===== src/rtl/pc_gen.sv =====
// Fetch address generator: sequential PC advance with branch/exception redirect,
// a one-deep pending-redirect register and a fetch advance counter.
module pc_gen #(
  parameter int                 ADDR_W       = 32,
  parameter logic [ADDR_W-1:0]  RESET_VECTOR = 32'hbfc00000,
  parameter int                 FETCH_BYTES  = 4,
  parameter int                 STALL_W      = 6
) (
  input  logic               clk,
  input  logic               rst,
  input  logic [STALL_W-1:0] stall,
  input  logic               flush,
  input  logic [ADDR_W-1:0]  new_pc,
  input  logic               branch_flag_i,
  input  logic [ADDR_W-1:0]  branch_target_address_i,
  input  logic               imem_ack,
  output logic [ADDR_W-1:0]  pc,
  output logic               ce,
  output logic               imem_req,
  output logic               misalign_o,
  output logic [31:0]        fetch_count
);

  // state | meaning
  // IDLE  | first cycle after reset, enables the instruction memory
  // FETCH | request outstanding at pc, waiting for imem_ack
  // HOLD  | fetch at pc completed but PC stage stalled
  typedef enum logic [1:0] {IDLE, FETCH, HOLD} state_t;

  localparam logic [ADDR_W-1:0] OFFSET_MASK = ADDR_W'(FETCH_BYTES - 1);
  localparam logic [ADDR_W-1:0] FETCH_INC   = ADDR_W'(FETCH_BYTES);

  state_t            state, state_nxt;
  logic [ADDR_W-1:0] pc_nxt;
  logic              ce_nxt;
  logic              pend_valid, pend_valid_nxt;
  logic [ADDR_W-1:0] pend_addr, pend_addr_nxt;
  logic              misalign_nxt;
  logic [31:0]       fetch_count_nxt;
  logic              advance;
  logic              redirect;
  logic [ADDR_W-1:0] redirect_addr;
  logic              unused_stall;

  // only bit 0 of the stall vector belongs to the PC stage
  assign unused_stall = ^stall;

  assign imem_req      = ce && (state == FETCH);
  assign redirect      = pend_valid || branch_flag_i;
  assign redirect_addr = pend_valid ? pend_addr : branch_target_address_i;

  always_ff @(posedge clk) begin
    if (rst) begin
      state       <= IDLE;
      pc          <= RESET_VECTOR;
      ce          <= 1'b0;
      pend_valid  <= 1'b0;
      pend_addr   <= '0;
      misalign_o  <= 1'b0;
      fetch_count <= '0;
    end else begin
      state       <= state_nxt;
      pc          <= pc_nxt;
      ce          <= ce_nxt;
      pend_valid  <= pend_valid_nxt;
      pend_addr   <= pend_addr_nxt;
      misalign_o  <= misalign_nxt;
      fetch_count <= fetch_count_nxt;
    end
  end

  always_comb begin
    state_nxt       = state;
    pc_nxt          = pc;
    ce_nxt          = ce;
    pend_valid_nxt  = pend_valid;
    pend_addr_nxt   = pend_addr;
    misalign_nxt    = 1'b0;
    fetch_count_nxt = fetch_count;
    advance         = 1'b0;

    case (state)
      IDLE: begin
        ce_nxt    = 1'b1;
        state_nxt = FETCH;
      end
      FETCH: begin
        if (imem_ack) begin
          if (stall[0]) state_nxt = HOLD;
          else          advance   = 1'b1;
        end
      end
      HOLD: begin
        if (!stall[0]) begin
          advance   = 1'b1;
          state_nxt = FETCH;
        end
      end
      default: state_nxt = IDLE;
    endcase

    if (advance) begin
      if (redirect) begin
        pc_nxt       = redirect_addr & ~OFFSET_MASK;
        misalign_nxt = |(redirect_addr & OFFSET_MASK);
      end else begin
        pc_nxt = pc + FETCH_INC;
      end
      pend_valid_nxt  = 1'b0;
      fetch_count_nxt = fetch_count + 32'd1;
    end else if (branch_flag_i) begin
      pend_valid_nxt = 1'b1;
      pend_addr_nxt  = branch_target_address_i;
    end

    // exception redirect overrides everything once the memory is enabled
    if (flush && ce) begin
      pc_nxt          = new_pc & ~OFFSET_MASK;
      misalign_nxt    = |(new_pc & OFFSET_MASK);
      pend_valid_nxt  = 1'b0;
      state_nxt       = FETCH;
      fetch_count_nxt = fetch_count;
    end
  end

endmodule


===== config.mk =====
export PLATFORM = sky130hd
export DESIGN_NAME = pc_gen
export DESIGN_NICKNAME = d
export VERILOG_FILES = /design/src/rtl/pc_gen.sv
export SDC_FILE = /design/constraint.sdc
export NUM_CORES = 1
export LEC_CHECK = 0
export ABC_CLOCK_PERIOD_IN_PS = 5900
export CORE_ASPECT_RATIO = 2
export CORE_UTILIZATION = 45
export DETAILED_ROUTE_END_ITERATION = 12
export GPL_TIMING_DRIVEN = 0
export PLACE_DENSITY_LB_ADDON = 0.1
export SYNTH_ARGS = -nofsm -noshare
export SYNTH_HDL_FRONTEND = slang
export SYNTH_SLANG_ARGS = --single-unit

===== constraint.sdc =====
create_clock -name clk -period 5.9 [get_ports clk]
set_input_delay 1.18 -clock clk [delete_from_list [all_inputs] [get_ports clk]]
set_output_delay 1.18 -clock clk [all_outputs]
set_load 0.05 [all_outputs]

==> run summary, run 1 <==
Initial Util: 46.6%
CP arrival: 3.96 ns
Antenna diode count: 0
Crit Path Class: in2reg
CP peak stage delay: 0.88 ns
Slew HR: 12.5%
Post-DP HPWL: 15,200 um
Die W: 80.0 um
CP cell instances: clkdlybuf4s50_1 > a21oi_1 > nor3_1 > nand2_1 > nor4_1 > mux2_2
First-pass iteration count of the detailed router: 6
First-pass GRT wire length: 30,200 um
WL/cell: 19.8 um
Max Fclk: 269 MHz
Routed wire length: 19,800 um
Cell variety after synth: 59
Worst skew pair latency: 0.36 ns
Syn_nets: 788
Post-Route Skew: 0.00792 ns
Share of post-route cells with drive strength above 1: 4.54%
Ys async rst share: 0%
PwrDens: 262 nW/um2
Setup-violating endpoint count in the final report: 0
Static Leak: 2.59 nW
Cts repair resizes: 0
Critical Path RT: 6.14 ns
Initial antenna violation count: 0
Longest Clk Path Bufs: 2
I/O pin count: 142
Layout area overhead: 33.4%
FF-to-FF Start: state[0]
Sw Pwr: 0.691 mW
Post-route DRC: 0
Combinational power share: 28.0%
Crit path from: imem_ack
Core area: 11,800 um2
Number of synthesized flops with an enable pin: 0
Die H: 158 um
GRT Overall Usage: 31.8%
CTS tree: done
GR Overflow Total: 0
Hold WC Path Type: reg2reg
Fin crit share: 63.1%
Cts bufs inserted: 9
Clock power frac: 31.0%
Cts hold-fix bufs: 0
Seq/Total Area, Yosys: 36.9%
Status: complete, no violations
Hold Crit Start: pend_addr[24]
FP Rows: 56
CTS H-tree depth: 3
DIE AREA: 12,700 um2
Max Cap Viol: 0
PortBufs: 136
Slowest-stage cell, CP: nor3_1
CP Max Fanout: 8
Synthesized flop and latch total: 101
Setup tns final: 0 ns
Largest net degree at the start of global routing: 20
Hold Crit Depth: 2
DR vias: 6,070
YS warnings: 0
Seq pwr share: 40.9%
Int Pwr: 1.22 mW
Hold Fails Final Rpt: 0
Setup Fix Bufs, Post-CTS: 0
Vias per inst: 6.05
Tot Pwr: 1.91 mW
Post-synth top flop: dfxtp_1
Vias in the first global route: 5,957
Clk slew on worst S/H paths: 0.08 ns
CP endpoint kind: register
Worst slew pin tran: 1.30 ns
Critical path launch point type: primary input
Final #Nets: 935
Detailed Route Iter0 Violations: 638
Antenna-violating nets left: 0
Unrepaired setup endpoints after global routing: no
Switch share: 36.1%
Mapped cell area: 5480 um2
Synth Instances: 707
GP Congestion: 0.932
Max Slew Vio Count: 0
Syn_area_per_cell: 7.75 um2
Final min period: 3.72 ns
Maximum VDD drop: 0.198 mV
FF-to-FF path depth: 7
CTS sink cnt: 101
CTS root buf: clkbuf_16
path summary, 6_finish.rpt:
kind                           to  slack [ns]
hold / removal      pend_addr[24]        0.46
hold reg to reg     pend_addr[24]        0.46
setup reg to reg  fetch_count[31]        2.78
setup / recovery  fetch_count[31]        2.18
cell type report:
cell class	count	area, um2
Tap cell	145	181
Buffer	52	211
Multi-Input combinational cell	546	3220
Clock buffer	9	225
Timing Repair Buffer	136	1360
Sequential cell	101	2020
Fill cell	1081	4460
Inverter	8	30.0
Clock inverter	7	63.8
cells in the final DEF, fill, tap and decap left out, types with 4 or more instances in the layout:
master / n
clkdlybuf4s50_1: 136
nand2_1: 117
dfxtp_1: 101
nor2_1: 70
a21oi_1: 63
clkbuf_1: 36
xor2_1: 27
nand4_1: 24
nand3_1: 22
o21ai_0: 21
xnor2_1: 16
nor3_1: 14
o221ai_1: 13
o22ai_1: 13
or3_1: 10
nor4_1: 9
clkbuf_16: 9
and2_1: 8
buf_1: 8
a211oi_1: 8
a31oi_1: 8
inv_1: 7
a311oi_1: 7
o211ai_1: 7
buf_2: 6
o21a_1: 6
and3_1: 6
or4_1: 6
ha_1: 6
mux2i_1: 5
o31ai_1: 5
and4_1: 4
o31a_1: 4
a2bb2oi_1: 4
nor2b_1: 4
inv_6: 4
layer usage:
layer	vias to the layer above	track usage (%)	part of all wire, %
li1	2856	-	-
met1	2780	30.9	34
met2	340	58.0	52
met3	94	6.51	8.1
met4	0	22.9	6.5
met5	-	0	0
flip-flops by register name, indices dropped and copies added, names as in the netlist:
signal,cells
ce,1
misalign_o,1
pend_valid,1
state,2
pend_addr,32
pc,32
fetch_count,32
power by group through the flow:
stage / sequential (mW) / combinational, mW / clock [mW]
after detailed placement: 0.797 / 0.528 / 0
final: 0.783 / 0.537 / 0.593
after global routing: 0.788 / 0.572 / 0.626
after global placement: 0.794 / 0.519 / 0
after floorplan: 0.879 / 0.237 / 0
after CTS: 0.781 / 0.530 / 0.596
Yosys cell counts, types with 3 or more instances:
cell type,number,share of area [%]
nand2_1,117,8.0
dfxtp_1,101,37
nor2_1,70,4.8
a21oi_1,63,5.8
clkbuf_1,36,2.5
xor2_1,27,4.3
nand4_1,24,2.7
nand3_1,22,2.0
o21ai_0,21,1.9
xnor2_1,16,2.6
nor3_1,14,1.3
o221ai_1,13,2.1
o22ai_1,13,1.5
or3_1,10,1.1
nor4_1,9,1.0
a211oi_1,8,1.1
a31oi_1,8,0.91
and2_1,8,0.91
buf_1,8,0.55
a311oi_1,7,1.1
inv_1,7,0.48
o211ai_1,7,0.96
and3_1,6,0.69
buf_2,6,0.55
ha_1,6,1.4
o21a_1,6,0.82
or4_1,6,0.82
mux2i_1,5,0.91
o31ai_1,5,0.69
a2bb2oi_1,4,0.64
and4_1,4,0.64
nor2b_1,4,0.46
o31a_1,4,0.64
nand2b_1,3,0.34
nand3b_1,3,0.41
o22a_1,3,0.48
o32ai_1,3,0.48
critical path: cells and delay by family:
kind                   cells  cell delay, ns
multiplexers               1            0.38
AND/OR/NAND/NOR            3            1.70
AO/OA/AOI/OAI              1            0.22
buffers and inverters      1            0.47
logic make-up (layout without fill, tap and decap cells):
| kind of cell | after synthesis | count (layout) | share of synthesized area, % |
|---|---|---|---|
| compound gates | 177 | 177 | 20.9 |
| xor+xnor | 43 | 43 | 6.87 |
| buf+inv | 60 | 212 | 4.41 |
| fa+ha+maj | 6 | 6 | 1.37 |
| mux | 6 | 6 | 1.12 |
| flops | 101 | 101 | 36.9 |
| simple gates | 314 | 314 | 28.4 |
per-stage QoR:
step                      cell area [um2]  setup WS (ns)  util [%]  hold slack [ns]  cells
final                                7310           2.18      62.1            0.459   1004
after global routing                 7310           2.02      62.1            0.478   1004
after CTS                            7310           2.17      62.1            0.458   1004
after detailed placement             7020           1.82      59.7            0.448    988
after global placement               7020           1.85      59.7            0.442    988
after floorplan                      5480           3.25         -            0.433    707
Power figures use the tool's default switching activity.
==> inputs of run 2 (changes only) <==
--- a/config.mk
+++ b/config.mk
@@ -5,7 +5,7 @@
 export SDC_FILE = /design/constraint.sdc
 export NUM_CORES = 1
 export LEC_CHECK = 0
-export ABC_CLOCK_PERIOD_IN_PS = 5900
+export ABC_CLOCK_PERIOD_IN_PS = 3400
 export CORE_ASPECT_RATIO = 2
 export CORE_UTILIZATION = 45
 export DETAILED_ROUTE_END_ITERATION = 12
==> constraint.sdc (replaced) <==
create_clock -name clk -period 3.4 [get_ports clk]
set_input_delay 0.68 -clock clk [delete_from_list [all_inputs] [get_ports clk]]
set_output_delay 0.68 -clock clk [all_outputs]
set_load 0.05 [all_outputs]
==> results of run 2 <==
Same layout as run 1 (identical final DEF). Status: complete, no violations.
Main changes from that run: setup slack after placement 1.82 ns -> -0.177 ns; setup slack after layout 2.18 ns -> 0.179 ns; register-to-register setup slack 2.78 ns -> 0.28 ns; total power 1.91 mW -> 3.32 mW; worst IR drop on VDD 0.198 mV -> 0.344 mV
==> inputs of run 3 (changes only) <==
--- a/config.mk
+++ b/config.mk
@@ -9,6 +9,7 @@
 export CORE_ASPECT_RATIO = 2
 export CORE_UTILIZATION = 45
 export DETAILED_ROUTE_END_ITERATION = 12
+export GPL_ROUTABILITY_DRIVEN = 0
 export GPL_TIMING_DRIVEN = 0
 export PLACE_DENSITY_LB_ADDON = 0.1
 export SYNTH_ARGS = -nofsm -noshare
==> run 3 against run 2 <==
Worst hold slack better by 0.0010 ns. Cell count is the same. Largest cell class unchanged. Clock power about the same. Fmax is 2.5% lower. Combinational power about the same. Critical endpoint unchanged. Core utilization barely moved.
==> run summary, run 3 (synthesis results as in run 1) <==
Cell family with most CP delay: simple AND/OR/NAND/NOR gates
Setup-violating endpoint count in the final report: 0 (unchanged)
Largest net degree at the start of global routing: 20 (unchanged)
Antenna-violating nets left: 0 (unchanged)
CP peak stage delay: 0.93 ns (+0.05 ns)
Maximum VDD drop: 0.294 mV
CP Max Fanout: 8 (unchanged)
First-pass iteration count of the detailed router: 5 (-1)
Worst slew pin tran: 1.35 ns (+0.0479 ns)
Crit Path Class: in2reg
Initial Util: 46.6% (unchanged)
I/O pin count: 142 (unchanged)
Vias in the first global route: 5,822 (-2.3%)
CTS sink cnt: 101 (unchanged)
GRT Overall Usage: 31.9% (+0.033 points)
Design Area, Final: 7320 um2 (about the same)
Hold Fails Final Rpt: 0 (unchanged)
FP Rows: 56 (unchanged)
Max Slew Vio Count: 0 (unchanged)
Critical Path RT: 3.65 ns
WL/cell: 19.8 um (about the same)
CTS tree: done
Hold_ws: 0.460 ns (+0.00100 ns)
Cts hold-fix bufs: 0 (unchanged)
Longest Clk Path Bufs: 2 (unchanged)
Layout area overhead: 33.5% (about the same)
Die H: 158 um (unchanged)
Final #Nets: 935 (unchanged)
Worst Slack Setup Final: 0.0945 ns
Crit. path cell count: 6 (unchanged)
First-pass GRT wire length: 30,300 um (+0.30%)
CTS root buf: clkbuf_16
Routed wl met2: 10,300 um (+0.36%)
Fill cells: 1,087 (+0.56%)
FF-to-FF path depth: 7 (unchanged)
Cts repair resizes: 0 (unchanged)
Slowest-stage cell, CP: nor3_1
Biggest regs: fetch_count x32, pc x32, pend_addr x32
Post-DP HPWL: 15,200 um (about the same)
DIE AREA: 12,700 um2 (unchanged)
Setup tns final: 0 ns (unchanged)
Initial antenna violation count: 0 (unchanged)
Detailed Route Iter0 Violations: 476 (-25%)
Die W: 80.0 um (unchanged)
Final min period: 3.31 ns
Hold WC Path Type: reg2reg
Non-filler cells, final: 1,004 (unchanged)
PwrDens: 453 nW/um2
GR Overflow Total: 0 (unchanged)
Antenna diode count: 0 (unchanged)
CP endpoint kind: register
M1 WL: 7010 um (+4.8%)
Clk slew on worst S/H paths: 0.07 ns (about the same)
CP arrival: 3.55 ns
Most common cell after layout, fill and taps aside: clkdlybuf4s50_1
Critical path launch point type: primary input
Static Leak: 2.58 nW (-0.23%)
Status: complete, no violations
Util after Layout: 62.2% (about the same)
Max Cap Viol: 0 (unchanged)
Routed wire length: 19,800 um (about the same)
Slew HR: 9.32% (-3.2 points)
Worst Path Buf+Inv: 1 (unchanged)
Core area: 11,800 um2 (unchanged)
Dpl cells: 988 (unchanged)
CTS H-tree depth: 3 (unchanged)
Setup Fix Bufs, Post-CTS: 0 (unchanged)
PortBufs: 136 (unchanged)
Wire length on met3: 1200 um (-25%)
R2R Setup Slk: 0.25 ns
Most frequent cells in the layout: clkdlybuf4s50_1, nand2_1, dfxtp_1, nor2_1, a21oi_1
Fin crit share: 97.2%
Post-Route Skew: 0.00855 ns (+0.000628 ns)
Worst skew pair latency: 0.36 ns (about the same)
Share of post-route cells with drive strength above 1: 4.54% (unchanged)
Uppermost routed layer: met4
Max Fclk: 303 MHz
CP cell instances: clkdlybuf4s50_1 > a21oi_1 > nor3_1 > nand2_1 > nor4_1 > mux2_2
Hold Crit Depth: 2 (unchanged)
Post-Place Cell Area: 7020 um2 (unchanged)
Cts bufs inserted: 9 (unchanged)
Vias per inst: 6.06 (+0.16%)
Unrepaired setup endpoints after global routing: no
DR vias: 6,080 (+0.16%)
Post-route DRC: 0 (unchanged)
Tot Pwr: 3.32 mW
Dpl ws: -0.165 ns
[run 3: changes by cell type in the layout (fill, tap and decap cells not counted)]
cell / before / now
clkinv_4: 2 / 1
clkinv_8: 0 / 1
clkinvlp_4: 0 / 2
inv_6: 4 / 2
[run 3: final cells by class]
class / instances / area (um2) / area share [%]
flip-flops and latches: 101 / 2020 / 27.6
well taps: 145 / 181 / 2.48
clock buffers: 9 / 225 / 3.08
inverters: 8 / 30.0 / 0.410
plain buffers: 52 / 211 / 2.89
multi-input cells: 546 / 3220 / 44.0
repair buffers: 136 / 1360 / 18.6
clock inverters: 7 / 68.8 / 0.940
[run 3: power by group]
part	total (mW)	switching [mW]	internal, mW
Sequential	1.36	0.0972	1.26
Clock	1.03	0.513	0.515
Combinational	0.929	0.587	0.341
[run 3: worst paths after layout]
check,from,end
worst max register to register,state[0],fetch_count[31]
worst min-delay path,pend_addr[2],pend_addr[2]
worst min register to register,pend_addr[2],pend_addr[2]
worst max-delay path,imem_ack,fetch_count[31]
[run 3: tightest hold or removal path, stage by stage (launching register included)]
cell     delay (ns)
dfxtp_1        0.31
nand2_1        0.05
a21oi_1        0.05
[run 3: routing by layer]
| layer | GRT usage [%] | vias to the layer above |
|---|---|---|
| met3 | 6.22 | 97 |
| met1 | 31.8 | 2839 |
| met5 | 0 | - |
| met4 | 22.8 | 0 |
| met2 | 57.4 | 294 |
| li1 | - | 2850 |
